[src/rtl/cpu_mem_arbiter_pkg.sv]
// Shared encodings for the CPU instruction/data memory-port arbiter.
// The request-bundle layout from MSB to LSB is {wr, size, wstrb, addr, wdata}.
package cpu_mem_arbiter_pkg;

  typedef enum logic [1:0] {
    ARB_IDLE = 2'd0,
    ARB_REQ  = 2'd1,
    ARB_RESP = 2'd2
  } arb_state_t;

  localparam logic ARB_OWN_INST = 1'b0;
  localparam logic ARB_OWN_DATA = 1'b1;

  // Bundle width at the default 32-bit address and data widths.
  localparam int ARB_REQ_BUS_WD = 71;

  function automatic int req_bus_wd(input int aw, input int dw);
    return 1 + 2 + 4 + aw + dw;
  endfunction

endpackage

[src/rtl/cpu_mem_arbiter.sv]
// Arbitrates the CPU's instruction-fetch and load/store requesters onto one sram-like
// memory port, with one transaction outstanding. Data has priority, and a starvation
// guard lets a pending fetch win.
module cpu_mem_arbiter
  import cpu_mem_arbiter_pkg::*;
#(
  parameter int STARVE_LIMIT = 4,
  parameter int ADDR_W       = 32,
  parameter int DATA_W       = 32
) (
  input  logic              clk,
  input  logic              reset,
  input  logic              inst_req,
  input  logic              inst_wr,
  input  logic [1:0]        inst_size,
  input  logic [3:0]        inst_wstrb,
  input  logic [ADDR_W-1:0] inst_addr,
  input  logic [DATA_W-1:0] inst_wdata,
  output logic              inst_addr_ok,
  output logic              inst_data_ok,
  output logic [DATA_W-1:0] inst_rdata,
  input  logic              data_req,
  input  logic              data_wr,
  input  logic [1:0]        data_size,
  input  logic [3:0]        data_wstrb,
  input  logic [ADDR_W-1:0] data_addr,
  input  logic [DATA_W-1:0] data_wdata,
  output logic              data_addr_ok,
  output logic              data_data_ok,
  output logic [DATA_W-1:0] data_rdata,
  output logic              mem_req,
  output logic              mem_wr,
  output logic [1:0]        mem_size,
  output logic [3:0]        mem_wstrb,
  output logic [ADDR_W-1:0] mem_addr,
  output logic [DATA_W-1:0] mem_wdata,
  input  logic              mem_addr_ok,
  input  logic              mem_data_ok,
  input  logic [DATA_W-1:0] mem_rdata
);

  localparam int         REQ_WD = req_bus_wd(ADDR_W, DATA_W);
  localparam logic [3:0] LIMIT  = 4'(STARVE_LIMIT);

  arb_state_t        r_state, w_state_nxt;
  logic              r_owner;
  logic [3:0]        r_starve_cnt, w_starve_nxt;
  logic [REQ_WD-1:0] r_req_bus;
  logic [REQ_WD-1:0] w_inst_bus, w_data_bus;
  logic              w_grant_inst, w_grant_data, w_starved;

  assign w_inst_bus = {inst_wr, inst_size, inst_wstrb, inst_addr, inst_wdata};
  assign w_data_bus = {data_wr, data_size, data_wstrb, data_addr, data_wdata};
  assign w_starved  = (r_starve_cnt == LIMIT);

  always_comb begin
    w_state_nxt  = r_state;
    w_grant_inst = 1'b0;
    w_grant_data = 1'b0;
    inst_addr_ok = 1'b0;
    data_addr_ok = 1'b0;
    inst_data_ok = 1'b0;
    data_data_ok = 1'b0;
    mem_req      = 1'b0;
    case (r_state)
      ARB_IDLE: begin
        // Data normally wins a contested grant; a starved fetch takes this one.
        w_grant_data = data_req && !(inst_req && w_starved);
        w_grant_inst = inst_req && !w_grant_data;
        inst_addr_ok = w_grant_inst;
        data_addr_ok = w_grant_data;
        if (w_grant_inst || w_grant_data) w_state_nxt = ARB_REQ;
      end
      ARB_REQ: begin
        mem_req = 1'b1;
        if (mem_addr_ok) w_state_nxt = ARB_RESP;
      end
      ARB_RESP: begin
        if (mem_data_ok) begin
          inst_data_ok = (r_owner == ARB_OWN_INST);
          data_data_ok = (r_owner == ARB_OWN_DATA);
          w_state_nxt  = ARB_IDLE;
        end
      end
      default: w_state_nxt = ARB_IDLE;
    endcase
  end

  always_comb begin
    w_starve_nxt = r_starve_cnt;
    if (w_grant_inst) begin
      w_starve_nxt = '0;
    end else if (w_grant_data) begin
      if (!inst_req)       w_starve_nxt = '0;
      else if (!w_starved) w_starve_nxt = r_starve_cnt + 4'd1;
    end
  end

  always_ff @(posedge clk or posedge reset) begin
    if (reset) begin
      r_state      <= ARB_IDLE;
      r_owner      <= ARB_OWN_INST;
      r_starve_cnt <= '0;
      r_req_bus    <= '0;
    end else begin
      r_state      <= w_state_nxt;
      r_starve_cnt <= w_starve_nxt;
      if (w_grant_data) begin
        r_owner   <= ARB_OWN_DATA;
        r_req_bus <= w_data_bus;
      end else if (w_grant_inst) begin
        r_owner   <= ARB_OWN_INST;
        r_req_bus <= w_inst_bus;
      end
    end
  end

  // Downstream fields come only from the latched bundle so they hold while stalled.
  assign mem_wdata = r_req_bus[DATA_W-1:0];
  assign mem_addr  = r_req_bus[DATA_W +: ADDR_W];
  assign mem_wstrb = r_req_bus[DATA_W+ADDR_W +: 4];
  assign mem_size  = r_req_bus[DATA_W+ADDR_W+4 +: 2];
  assign mem_wr    = r_req_bus[REQ_WD-1];

  assign inst_rdata = mem_rdata;
  assign data_rdata = mem_rdata;

endmodule

[config.mk]
export PLATFORM = sky130hd
export DESIGN_NAME = cpu_mem_arbiter
export DESIGN_NICKNAME = d
export VERILOG_FILES = /design/src/rtl/cpu_mem_arbiter_pkg.sv /design/src/rtl/cpu_mem_arbiter.sv
export SDC_FILE = /design/constraint.sdc
export NUM_CORES = 1
export LEC_CHECK = 0
export ABC_CLOCK_PERIOD_IN_PS = 2200
export BUFFER_PORTS_ARGS = -buffer_cell sky130_fd_sc_hd__buf_2
export CAP_MARGIN = 20
export CORE_AREA = 2 2 132 134
export CTS_CLUSTER_DIAMETER = 120
export DETAILED_ROUTE_END_ITERATION = 16
export DIE_AREA = 0 0 134 136
export PLACE_DENSITY = 0.67
export SETUP_SLACK_MARGIN = 0.1
export SYNTH_ARGS = -nofsm -noshare
export SYNTH_HDL_FRONTEND = slang
export SYNTH_SLANG_ARGS = --single-unit
export TNS_END_PERCENT = 5
[constraint.sdc]
create_clock -name clk -period 2.2 [get_ports clk]
set_input_delay 0 -clock clk [delete_from_list [all_inputs] [get_ports clk]]
set_output_delay 0 -clock clk [all_outputs]
set_load 0.01 [all_outputs]
# Word-level counts from Yosys, hierarchy flattened
# Cells that the tools add are included.
[totals] output_inout_bits=140 latch_bits=0 memories=0 input_bits=180 elab_cells=42 register_bits=78 mem_bits_ro=0 mem_bits_rw=0
[op_classes] eq_ne=7 n_bitwise=1 mux=19 add_sub_neg=1 magnitude_cmp=0 multipliers=0 reduce_logical=10 div=0 shifts=0
[op_table] cell="$mux 71" count=2
[op_table] cell="$mux 4" count=4
[op_table] cell="$mux 1" count=9
[op_table] cell="$mux 2" count=3
[op_table] cell="$ne 2x2->1 const B" count=3
[op_table] cell="$pmux 2 s3" count=1
[op_table] cell="$add 4x1->4 const B" count=1
[op_table] cell="$eq 4x3->1 const B" count=1
[op_table] cell="$logic_and 1x1->1" count=3
[op_table] cell="$ne 3x3->1 const B" count=1
[op_table] cell="$reduce_and 3->1" count=1
[op_table] cell="$eq 2x1->1 const B" count=1
[op_table] cell="$eq 2x2->1 const B" count=1
[op_table] cell="$logic_not 1->1" count=2
[op_table] cell="$logic_not 2->1" count=1
[op_table] cell="$reduce_and 2->1" count=1
[op_table] cell="$reduce_bool 2->1" count=1
[op_table] cell="$logic_or 1x1->1" count=1
[op_table] cell="$not 1->1" count=1

# Depth between registers and ports, before layout
[logic_depth] depth_word=9 ltp_mapped=7 ltp_nobuf=5

# Worst setup path before layout
# OpenSTA, ideal clock, no wires.
[synth_path] path_type="reg-to-reg" startpoint="register r_starve_cnt[0]" endpoint="register r_req_bus[1]" synth_period_minus_slack_ns=1.392 path_slack_ns=0.808 path_stages_with_launch=7 setup_time_ns=0.142 required_ns=2.058 path_buffers=1 t_arrival_ns=1.250 path_cell_list="dfrtp_1 inv_1 ha_1 nand4b_1 and2_1 clkbuf_1 o221ai_1"
[synth_via] elab_chain_cells=8
[synth_rtl] item="start: declaration" line="cpu_mem_arbiter.sv:47" rtl="logic [3:0] r_starve_cnt, w_starve_nxt;"
[synth_rtl] item="start signal: assignment" line="cpu_mem_arbiter.sv:107" rtl="r_starve_cnt <= w_starve_nxt;"
[synth_rtl] item="$eq 4x3->1 *" line="cpu_mem_arbiter.sv:54" rtl="assign w_starved = (r_starve_cnt == LIMIT);"
[synth_rtl] item="$logic_and 1x1->1 *" line="cpu_mem_arbiter.sv:68" rtl="w_grant_data = data_req && !(inst_req && w_starved);"
[synth_rtl] item="$logic_not 1->1 *" line="cpu_mem_arbiter.sv:68"
[synth_rtl] item="$logic_and 1x1->1 *" line="cpu_mem_arbiter.sv:68"
[synth_rtl] item="$logic_not 1->1" line="cpu_mem_arbiter.sv:69" rtl="w_grant_inst = inst_req && !w_grant_data;"
[synth_rtl] item="$logic_and 1x1->1" line="cpu_mem_arbiter.sv:69"
[synth_rtl] item="$mux 1" line="cpu_mem_arbiter.sv:65" rtl="case (r_state)"
[synth_rtl] item="$reduce_bool 2->1 (no source line)"
[synth_rtl] item="end signal: assignment" line="cpu_mem_arbiter.sv:110" rtl="r_req_bus <= w_data_bus;"
[synth_rtl] item="end signal: assignment" line="cpu_mem_arbiter.sv:113" rtl="r_req_bus <= w_inst_bus;"
[synth_rtl] item="end: declaration" line="cpu_mem_arbiter.sv:48" rtl="logic [REQ_WD-1:0] r_req_bus;"
# Every way passes the cells marked *; elsewhere a longest branch is shown, timed or not.
# A chain may end at the register's enable or synchronous reset.

# Worst setup path after layout
[layout_path] startpoint="register r_state[0]" endpoint="register r_req_bus[8]"
[layout_via] elab_chain_cells=3
[layout_rtl] item="start: declaration" line="cpu_mem_arbiter.sv:45" rtl="arb_state_t r_state, w_state_nxt;"
[layout_rtl] item="start signal: assignment" line="cpu_mem_arbiter.sv:106" rtl="r_state <= w_state_nxt;"
[layout_rtl] item="$logic_not 2->1 *" line="cpu_mem_arbiter.sv:65"
[layout_rtl] item="$mux 1" line="cpu_mem_arbiter.sv:65"
[layout_rtl] item="$mux 71 / $reduce_bool 2->1 (equally long branches)"
# Marked as above.

==> impl_results.html <==
<table>
<tr><th>Metric</th><th>Value</th></tr>
<tr><th colspan="2">Status</th></tr>
<tr><td>Result of the run</td><td>finished clean</td></tr>
<tr><th colspan="2">Final layout</th></tr>
<tr><td>Final Util</td><td>45.28%</td></tr>
<tr><td>Layout-stage area growth over the synthesis result</td><td>54.28%</td></tr>
<tr><td>Antenna fix cells</td><td>0</td></tr>
<tr><td>Fill count</td><td>1569</td></tr>
<tr><td>Final design area excluding fillers</td><td>0.007642 mm2</td></tr>
<tr><td>FF+latch area</td><td>0.001952 mm2</td></tr>
<tr><td>Number of nets in the layout</td><td>978</td></tr>
<tr><td>Total area of multi-input combinational cells</td><td>0.001956 mm2</td></tr>
<tr><td>Layout cell share with drive strength beyond 1</td><td>40.70%</td></tr>
<tr><th colspan="2">STA</th></tr>
<tr><td>Unrepaired setup endpoints after global routing</td><td>yes</td></tr>
<tr><td>Count of endpoints failing setup in the final report</td><td>0</td></tr>
<tr><td>Final hold violation count</td><td>0</td></tr>
<tr><td>Final Slew Violations</td><td>0</td></tr>
<tr><td>Max-slew headroom</td><td>56.83%</td></tr>
<tr><td>Final critical-path required period</td><td>2049 ps</td></tr>
<tr><td>Top achievable clock speed</td><td>488.1 MHz</td></tr>
<tr><td>Worst Setup Slack, final</td><td>151.3 ps</td></tr>
<tr><td>Tightest Pin Transition</td><td>646.8 ps</td></tr>
<tr><td>Fraction of the cycle the final worst path needs</td><td>93.12%</td></tr>
<tr><td>Aggregate negative setup slack</td><td>0 ps</td></tr>
<tr><td>Skew final</td><td>8.503 ps</td></tr>
<tr><th colspan="2">CTS</th></tr>
<tr><td>Number of buffers inserted to repair setup after CTS</td><td>0</td></tr>
<tr><td>Root buffer cell</td><td>clkbuf_16</td></tr>
<tr><td>Clock tree buffer depth</td><td>2</td></tr>
<tr><td>Clock insertion delay at the later pin of the skew report</td><td>340 ps</td></tr>
<tr><td>Post-CTS clock slew at the launch and capture registers of the worst setup and hold paths</td><td>60 ps</td></tr>
<tr><td>Sinks on Clock Net</td><td>78</td></tr>
<tr><td>Num CTS Buffers</td><td>9</td></tr>
<tr><td>TritonCTS clock tree</td><td>built</td></tr>
<tr><td>H-tree levels</td><td>3</td></tr>
<tr><th colspan="2">Synthesis</th></tr>
<tr><td>Number of synthesized flops with an enable pin</td><td>0</td></tr>
<tr><td>Yosys cell types</td><td>31</td></tr>
<tr><td>Count of yosys warnings during synthesis</td><td>0</td></tr>
<tr><td>Part of the Yosys area used for sequential elements</td><td>39.40%</td></tr>
<tr><td>Post-synthesis instance area</td><td>0.004954 mm2</td></tr>
<tr><td>Number of synthesized register bits</td><td>78</td></tr>
<tr><td>Fraction of registers with async set or reset after synthesis</td><td>100.0%</td></tr>
<tr><td>Gate count after technology mapping</td><td>509</td></tr>
<tr><td>Average cell area after synthesis</td><td>9.732 um2</td></tr>
<tr><td>Main flop type after synthesis</td><td>dfrtp_1</td></tr>
<tr><td>Synthesized netlist net count</td><td>691</td></tr>
<tr><th colspan="2">Worst hold path</th></tr>
<tr><td>Worst Hold Class</td><td>input pin to output port</td></tr>
<tr><th colspan="2">Placement</th></tr>
<tr><td>DP Worst Slack</td><td>456.7 ps</td></tr>
<tr><td>Placed cell areas</td><td>0.005874 mm2</td></tr>
<tr><td>Dpl hpwl</td><td>10350 um</td></tr>
<tr><td>IO buf count</td><td>223</td></tr>
<tr><td>Gpl congestion</td><td>0.7720</td></tr>
<tr><th colspan="2">Detailed routing</th></tr>
<tr><td>Routed length per instance</td><td>16.99 um</td></tr>
<tr><td>DRC violations left</td><td>0</td></tr>
<tr><td>Drt via density</td><td>4.868</td></tr>
<tr><td>Initial DRT Pass Iterations</td><td>5</td></tr>
<tr><td>Initial detailed-routing violation count</td><td>196</td></tr>
<tr><td>Count of nets left with antenna violations after detail routing</td><td>0</td></tr>
<tr><td>Routed vias</td><td>4995</td></tr>
<tr><td>WL final</td><td>17430 um</td></tr>
<tr><th colspan="2">Power and ir drop</th></tr>
<tr><td>Areal power density over the cells</td><td>1137 mW/mm2</td></tr>
<tr><td>Design internal power</td><td>5.224 mW</td></tr>
<tr><td>Switching Share</td><td>39.87%</td></tr>
<tr><td>Portion of total power attributed to the clock network</td><td>18.7%</td></tr>
<tr><td>Overall power consumption</td><td>8.688 mW</td></tr>
<tr><td>Static power due to leakage</td><td>3.506 nW</td></tr>
<tr><td>Power share of the sequential group</td><td>29.3%</td></tr>
<tr><td>Net load switching power</td><td>3.464 mW</td></tr>
<tr><td>Power share of the combinational group</td><td>52.0%</td></tr>
<tr><td>Max rail drop VDD</td><td>0.5631 mV</td></tr>
<tr><th colspan="2">Setup path</th></tr>
<tr><td>Peak per-stage delay on the critical path</td><td>570 ps</td></tr>
<tr><td>Top cell family by delay on the critical path</td><td>buffers and inverters</td></tr>
<tr><td>Worst path cell trace</td><td>nor3b_4, buf_6, nand2_1, o221ai_1, dlygate4sd3_1</td></tr>
<tr><td>Crit start category</td><td>flop</td></tr>
<tr><td>Data required time at the worst endpoint</td><td>2480 ps</td></tr>
<tr><td>Arr. time, crit path</td><td>2320 ps</td></tr>
<tr><td>Crit Path Category</td><td>flop to flop</td></tr>
<tr><td>Number of buffer and inverter stages on the critical path</td><td>2</td></tr>
<tr><td>Capturing element type of the critical path</td><td>flop</td></tr>
<tr><td>Critical-path maximum fanout</td><td>35</td></tr>
<tr><td>Crit-path slowest cell</td><td>dlygate4sd3_1</td></tr>
<tr><th colspan="2">Floorplanning</th></tr>
<tr><td>Initial standard-cell utilization of the core</td><td>29.35%</td></tr>
<tr><td>Placeable Area</td><td>0.01688 mm2</td></tr>
<tr><td>Die area</td><td>0.01822 mm2</td></tr>
<tr><td>FP Rows</td><td>48</td></tr>
<tr><td>Die Y</td><td>136 um</td></tr>
<tr><td>Die X</td><td>134 um</td></tr>
<tr><td>Number of top-level design ports</td><td>320</td></tr>
<tr><th colspan="2">GRT</th></tr>
<tr><td>Initial antenna violation count</td><td>0</td></tr>
<tr><td>Overall fraction of global-route tracks in use</td><td>18.78%</td></tr>
<tr><td>Global-route wire length before repair</td><td>26720 um</td></tr>
<tr><td>Via count of the first global-routing pass</td><td>5199</td></tr>
<tr><td>Sum of overflow across all layers after global routing</td><td>0</td></tr>
<tr><td>Maximum number of pins on one net before global-route repair</td><td>75</td></tr>
<tr><th colspan="2">Job</th></tr>
<tr><td>Maxcap violations</td><td>0</td></tr>
</table>
-- registers in the layout, indices dropped and copies added (netlist names) --
name,flops
r_state,2
r_starve_cnt,4
r_owner,1
r_req_bus,71
-- cells in the final DEF, fill, tap and decap left out, drive strengths merged, types with 3 or more instances in the layout --
master and instances:
a32o 3, buf 245, clkbuf 10, clkinv 4, dfrtp 78, dlygate4sd3 144, inv 73, nand2 73
nand4 72, nor3 3, o21ai 3, o221ai 71
-- final timing paths --
| check | startpoint | to | slack, ps | depth (start not counted) |
|---|---|---|---|---|
| min | mem_rdata[18] | data_rdata[18] | 0.005 | 0 |
| max in group asynchronous | reset | r_req_bus[9] | 1230 | 4 |
| min reg2reg | r_owner | r_owner | 520 | 1 |
| min in group asynchronous | reset | r_req_bus[45] | 280 | 3 |
| max reg2reg | r_state[0] | r_req_bus[8] | 150 | 5 |
| max | r_state[0] | r_req_bus[8] | 150 | 5 |
-- metal layers --
metal	global-route usage, %	up-vias	routed length [um]
li1	-	2317	-
met1	20.22	2407	6435
met2	34.16	211	9229
met3	4.400	60	1146
met4	9.988	0	615
met5	0	-	0
-- per-stage QoR --
step | hold slack, ps | std cells
after floorplan | 91.77 | 509
after global placement | 0.1008 | 866
after CTS | 0.1008 | 1026
final | 0.004927 | 1026
after detailed placement | 0.1008 | 866
after global routing | 0.02236 | 1026
-- synthesized netlist by cell type (7+ instances only) --
library cell | number | area [um2]
buf_2 | 24 | 120.1
dfrtp_1 | 78 | 1952
buf_6 | 7 | 78.83
buf_4 | 74 | 555.5
o221ai_1 | 11 | 96.34
inv_1 | 74 | 277.8
o221ai_2 | 60 | 900.9
nand2_1 | 73 | 274.0
clkbuf_1 | 7 | 26.28
nand4_1 | 72 | 450.4
-- logic make-up (layout without fill, tap and decap cells) --
kind of cell	after synthesis	count (layout)	share of synthesized area [%]
adder cells (fa/ha/maj)	2	2	0.5051
AND/OR/NAND/NOR	160	160	16.75
flip-flops	78	78	39.40
buffers and inverters	187	479	21.45
multiplexers	1	1	0.2273
AO/OA/AOI/OAI	81	81	21.67
-- final cells by class --
type                       count  share of cell area [%]
sequential                    78                   25.54
clock inverter                 6                   1.130
timing repair buffer         389                   37.41
inverter                      74                   3.651
tap                          225                   3.684
multi-input combinational    244                   25.59
clock buffer                  10                   2.996
-- power by group through the flow --
stage / Sequential (mW) / Combinational (mW) / Clock [mW]
5_1_grt: 2.62 / 4.93 / 1.73
3_5_place_dp: 2.57 / 4.17 / 0
6_report: 2.55 / 4.52 / 1.62
3_3_place_gp: 2.54 / 4.11 / 0
2_1_floorplan: 2.79 / 2.63 / 0
4_1_cts: 2.54 / 4.51 / 1.67
-- what timing repair did --
action | in CTS | in global routing
gates resized for setup | 0 | 4
setup endpoints to repair | 0 | 9
hold endpoints to repair | 105 | 0
hold buffers | 144 | 0
Note: power is estimated with default switching activity, not from simulation.
